--- src/rtl/kgp_multicycle_sequencer.sv ---
// rtl/kgp_multicycle_sequencer.sv - multi-cycle control FSM sharing one memory between fetch and load/store
module kgp_multicycle_sequencer #(
  parameter int MEM_TIMEOUT = 15
) (
  input  logic        clk,
  input  logic        rst_n,
  input  logic        run,
  input  logic [5:0]  opcode,
  input  logic        branch_taken,
  input  logic        mem_ready,
  output logic        mem_req,
  output logic        mem_we,
  output logic        addr_sel,
  output logic        ir_we,
  output logic        pc_we,
  output logic        pc_src,
  output logic        reg_we,
  output logic        busy,
  output logic        halted,
  output logic        fault,
  output logic [31:0] retired
);

  localparam logic [5:0] OP_LOAD  = 6'b010000;
  localparam logic [5:0] OP_STORE = 6'b011000;
  localparam logic [5:0] OP_HALT  = 6'b111111;
  // Last counter value a stalled access may reach before the next miss faults.
  localparam logic [7:0] WAIT_LAST = 8'(MEM_TIMEOUT - 1);

  typedef enum logic [2:0] {
    S_IDLE, S_FETCH, S_DECODE, S_EXEC, S_MEM, S_WB, S_HALT, S_FAULT
  } state_t;

  state_t      r_state;
  state_t      w_next;
  logic [7:0]  r_wait;
  logic [31:0] r_retired;

  logic w_is_load;
  logic w_is_store;
  logic w_is_halt;
  logic w_is_branch;
  logic w_waiting;
  logic w_timeout;
  logic w_finish;

  assign w_is_load   = (opcode == OP_LOAD);
  assign w_is_store  = (opcode == OP_STORE);
  assign w_is_halt   = (opcode == OP_HALT);
  assign w_is_branch = (opcode[5:4] == 2'b11) && !w_is_halt;

  // A stalled memory cycle: request outstanding but no completion this cycle.
  assign w_waiting = ((r_state == S_FETCH) || (r_state == S_MEM)) && !mem_ready;
  assign w_timeout = w_waiting && (r_wait == WAIT_LAST);

  assign retired = r_retired;

  // Next-state and strobe decode; the finish point is shared by branch, store and writeback.
  always_comb begin
    w_next   = r_state;
    w_finish = 1'b0;
    mem_req  = 1'b0;
    mem_we   = 1'b0;
    addr_sel = 1'b0;
    ir_we    = 1'b0;
    pc_we    = 1'b0;
    pc_src   = 1'b0;
    reg_we   = 1'b0;
    busy     = 1'b0;
    halted   = 1'b0;
    fault    = 1'b0;
    case (r_state)
      S_IDLE: begin
        if (run) w_next = S_FETCH;
      end
      S_FETCH: begin
        busy    = 1'b1;
        mem_req = 1'b1;
        if (mem_ready) begin
          ir_we  = 1'b1;
          w_next = S_DECODE;
        end else if (w_timeout) begin
          w_next = S_FAULT;
        end
      end
      S_DECODE: begin
        busy   = 1'b1;
        w_next = w_is_halt ? S_HALT : S_EXEC;
      end
      S_EXEC: begin
        busy = 1'b1;
        if (w_is_branch) begin
          pc_src   = branch_taken;
          w_finish = 1'b1;
        end else if (w_is_load || w_is_store) begin
          w_next = S_MEM;
        end else begin
          w_next = S_WB;
        end
      end
      S_MEM: begin
        busy     = 1'b1;
        mem_req  = 1'b1;
        addr_sel = 1'b1;
        mem_we   = w_is_store;
        if (mem_ready) begin
          if (w_is_store) w_finish = 1'b1;
          else            w_next   = S_WB;
        end else if (w_timeout) begin
          w_next = S_FAULT;
        end
      end
      S_WB: begin
        busy     = 1'b1;
        reg_we   = 1'b1;
        w_finish = 1'b1;
      end
      S_HALT:  halted = 1'b1;
      S_FAULT: fault  = 1'b1;
      default: w_next = S_IDLE;
    endcase
    if (w_finish) begin
      pc_we  = 1'b1;
      w_next = run ? S_FETCH : S_IDLE;
    end
  end

  // State register.
  always_ff @(posedge clk) begin
    if (!rst_n) r_state <= S_IDLE;
    else        r_state <= w_next;
  end

  // Wait counter: any non-stalled cycle clears it, so every FETCH/MEM entry starts from zero.
  always_ff @(posedge clk) begin
    if (!rst_n || !w_waiting) r_wait <= 8'd0;
    else                      r_wait <= r_wait + 8'd1;
  end

  // Retired-instruction counter, bumped on each finish cycle.
  always_ff @(posedge clk) begin
    if (!rst_n)        r_retired <= 32'd0;
    else if (w_finish) r_retired <= r_retired + 32'd1;
  end

endmodule

--- config.mk ---
export PLATFORM = sky130hd
export DESIGN_NAME = kgp_multicycle_sequencer
export DESIGN_NICKNAME = d
export VERILOG_FILES = /design/src/rtl/kgp_multicycle_sequencer.sv
export SDC_FILE = /design/constraint.sdc
export NUM_CORES = 1
export LEC_CHECK = 0
export CAP_MARGIN = 0
export CELL_PAD_IN_SITES_DETAIL_PLACEMENT = 1
export CELL_PAD_IN_SITES_GLOBAL_PLACEMENT = 2
export CORE_ASPECT_RATIO = 0.7
export CORE_MARGIN = 2
export CORE_UTILIZATION = 26
export CTS_BUF_LIST = sky130_fd_sc_hd__clkbuf_16
export CTS_CLUSTER_DIAMETER = 40
export DETAILED_ROUTE_END_ITERATION = 10
export GPL_TIMING_DRIVEN = 0
export PLACE_DENSITY_LB_ADDON = 0.1
export SLEW_MARGIN = 20
export SYNTH_ARGS = -nofsm -noshare
export SYNTH_HDL_FRONTEND = slang
export SYNTH_SLANG_ARGS = --single-unit
--- constraint.sdc ---
create_clock -name clk -period 2.16 [get_ports clk]
set_input_delay 0.54 -clock clk [delete_from_list [all_inputs] [get_ports clk]]
set_output_delay 0.54 -clock clk [all_outputs]
set_load 0.01 [all_outputs]
==> out/metrics.cfg, run 1 <==
[sta]
slew_viol_final=0
setup-violations-final=0
maxSlewHeadroom_pct=58.3
worst_pin_slew_ps=625
max_clock_freq_mhz=467
hold_viol=0
fin_skew_ps=5.09
min_period_ps=2140
rsz0062_at_grt=yes
fin_crit_sh_pct=99.1

[finish]
n_antenna_cell=0
final_cell_mix=clkdlybuf4s50_1 (37), dfxtp_1 (36), nor2_1 (31)
drive_above_1_share_pct=21.0
nNetsFinal=360
final_common_cell=clkdlybuf4s50_1
area_growth_pct=49.2
stdcell_area_mm2=0.00333
finish.utilization_pct=39.7

[setup_path]
r2r_slack_ps=40
crit_path_end_kind=register
cp.required_ps=2380
path_cells=buf_8 > and4bb_2 > a41oi_4 > or4_4 > buf_6 > or3_4 > a21oi_2
critPathMaxFanout=5
slowest_stage=or4_4
startpoint_type=primary input
worstSetupPathType=primary input to register
critPathMaxStageDelay_ps=610
worstPathArrival_ps=2360

[clock_tree]
root_buffer=clkbuf_16
clk_pin_slew_ps=60
tritoncts=yes
cts_buffers=5
clkLatencyLatePin_ps=290
clock-sinks=43
htreeDepth=2
cts_hold_buf=0
cts_buffer_depth=2

[placed_design]
gp_congestion=0.729
port_buffers=51
place_area_mm2=0.00288
hpwlAfterDp_um=5030

[synthesis]
synth_fp_nets=285
avgSynthCellArea_um2=8.25
netlist_area_mm2=0.00223
synthArstFlopShare_pct=0
ys_ff_latch=43
synthFlopType=dfxtp_1
synth_cells=271
ys_warn_count=0
yosysSeqAreaShare_pct=38.5
ys_types=45
synth_edf_count=0

[global_route]
antenna_found_initial=0
grt_pass1_wl_um=11900
grt.overflow.total=0
grt_max_degree=14
grt.total_usage_pct=16.5
grt_pass1_vias=2214

[outcome]
outcome=finished clean

[drt]
drtIter0Drc=120
drt_wl_total_um=7380
dr.pass1.iters=4
drt-wirelength-per-cell_um=16.3
dr_total_vias=2268
drcViolationCount=0
routed_via_density=5.02
detail-route-antenna-nets=0

[power_and_ir_drop]
p_per_area_mw_per_mm2=536
peakVddDrop_mv=0.239
total_power_mw=1.79
p_leak_nw=1.14

[floorplanning]
row_count=28
coreArea_mm2=0.00841
dieArea_mm2=0.00936
io_pins=53
die_h_um=81.6
chipWidth_um=115
floorplan.initialDensity_pct=26.6

[job]
cap_viol_max_count=0

[hold_path]
hold_path_class=register to register

[cell type report]
class | instances | area [µm²]
multi-input combinational | 207 | 1440
inverter | 8 | 32.5
sequential | 43 | 877
clock buffer | 5 | 125
fill | 1010 | 5070
clock inverter | 3 | 15.0
buffer | 11 | 76.3
timing repair buffer | 70 | 639
tap | 105 | 131
[cell families after synthesis]
logic type	synth area share [%]
buf+inv	3.86
compound gates	11.1
xor+xnor	10.2
simple gates	34.2
mux	0.448
flops	38.5
fa+ha+maj	1.68
[path summary, 6_finish.rpt]
kind                     from          end  cells past startpoint
setup / recovery    opcode[5]  retired[22]                      7
hold reg to reg   retired[31]  retired[31]                      2
setup reg to reg   r_state[2]  retired[22]                      7
hold / removal    retired[31]  retired[31]                      2
[critical path, delay by kind of cell]
family	cells	cell delay [ps]
buf+inv	2	260
simple gates	3	1280
compound gates	2	280
[power by group]
part	leakage, nW	switching [mW]	internal, mW
clock network	0.0649	0.326	0.421
registers	0.351	0.0164	0.800
logic	0.726	0.124	0.0996
total	1.14	0.466	1.32
[cell usage after synthesis, types with 2 or more instances]
master	number	share of area, %
and4_1	7	2.7
and3_1	2	0.56
o22ai_1	2	0.56
a21oi_1	17	3.8
dfxtp_1	43	39
nand4_1	13	3.6
or4_1	4	1.3
nor4_1	11	3.1
o21ai_0	5	1.1
o31ai_1	2	0.67
nand2b_1	3	0.84
nor3_1	9	2.0
nor2b_1	3	0.84
xnor2_1	19	7.4
nand2_1	19	3.2
and2_1	2	0.56
nor3b_1	2	0.67
clkbuf_1	12	2.0
or3_1	7	2.0
nand3_1	13	2.9
nor2_1	33	5.5
inv_1	8	1.3
o21ai_1	5	1.1
xor2_1	7	2.7
ha_1	3	1.7
[per-stage QoR]
| step | TNS (ps) | hold WS, ps | setup slack (ps) | std cells |
|---|---|---|---|---|
| after detailed placement | -20190 | 471 | -1240 | 427 |
| after global routing | -144 | 503 | -42.9 | 452 |
| after floorplan | -3.13 | 441 | -0.793 | 271 |
| after global placement | -19540 | 471 | -1230 | 427 |
| after CTS | -26.3 | 480 | -26.3 | 448 |
| final | 0 | 477 | 19.0 | 452 |
[sequential cells by signal (all words and copies together), names as in the netlist]
name     cells
r_state      3
r_wait       8
retired     32
[metal layers]
layer  vias up  global-route usage (%)  part of all wire, %
met2        35                    23.7                   41
met5         -                       0                    0
met1      1091                    24.5                   55
met4         0                    3.61                  1.1
met3         6                    4.28                  3.3
li1       1136                       -                    -
[timing repair]
| item | in CTS | in global routing |
|---|---|---|
| setup endpoints to repair | 36 | 30 |
| gates cloned | 1 | 0 |
| pin swaps | 12 | 11 |
| setup buffers | 14 | 4 |
| endpoints found under the hold margin | 0 | 0 |
| gates resized for setup | 57 | 43 |
(Power assumes the default switching activity.)
==> run 2, diff against run 1 <==
--- a/config.mk
+++ b/config.mk
@@ -16,7 +16,6 @@
 export DETAILED_ROUTE_END_ITERATION = 10
 export GPL_TIMING_DRIVEN = 0
 export PLACE_DENSITY_LB_ADDON = 0.1
-export SLEW_MARGIN = 20
 export SYNTH_ARGS = -nofsm -noshare
 export SYNTH_HDL_FRONTEND = slang
 export SYNTH_SLANG_ARGS = --single-unit
==> results of run 2 <==
Final layout, timing and power as in run 1 (identical DEF).
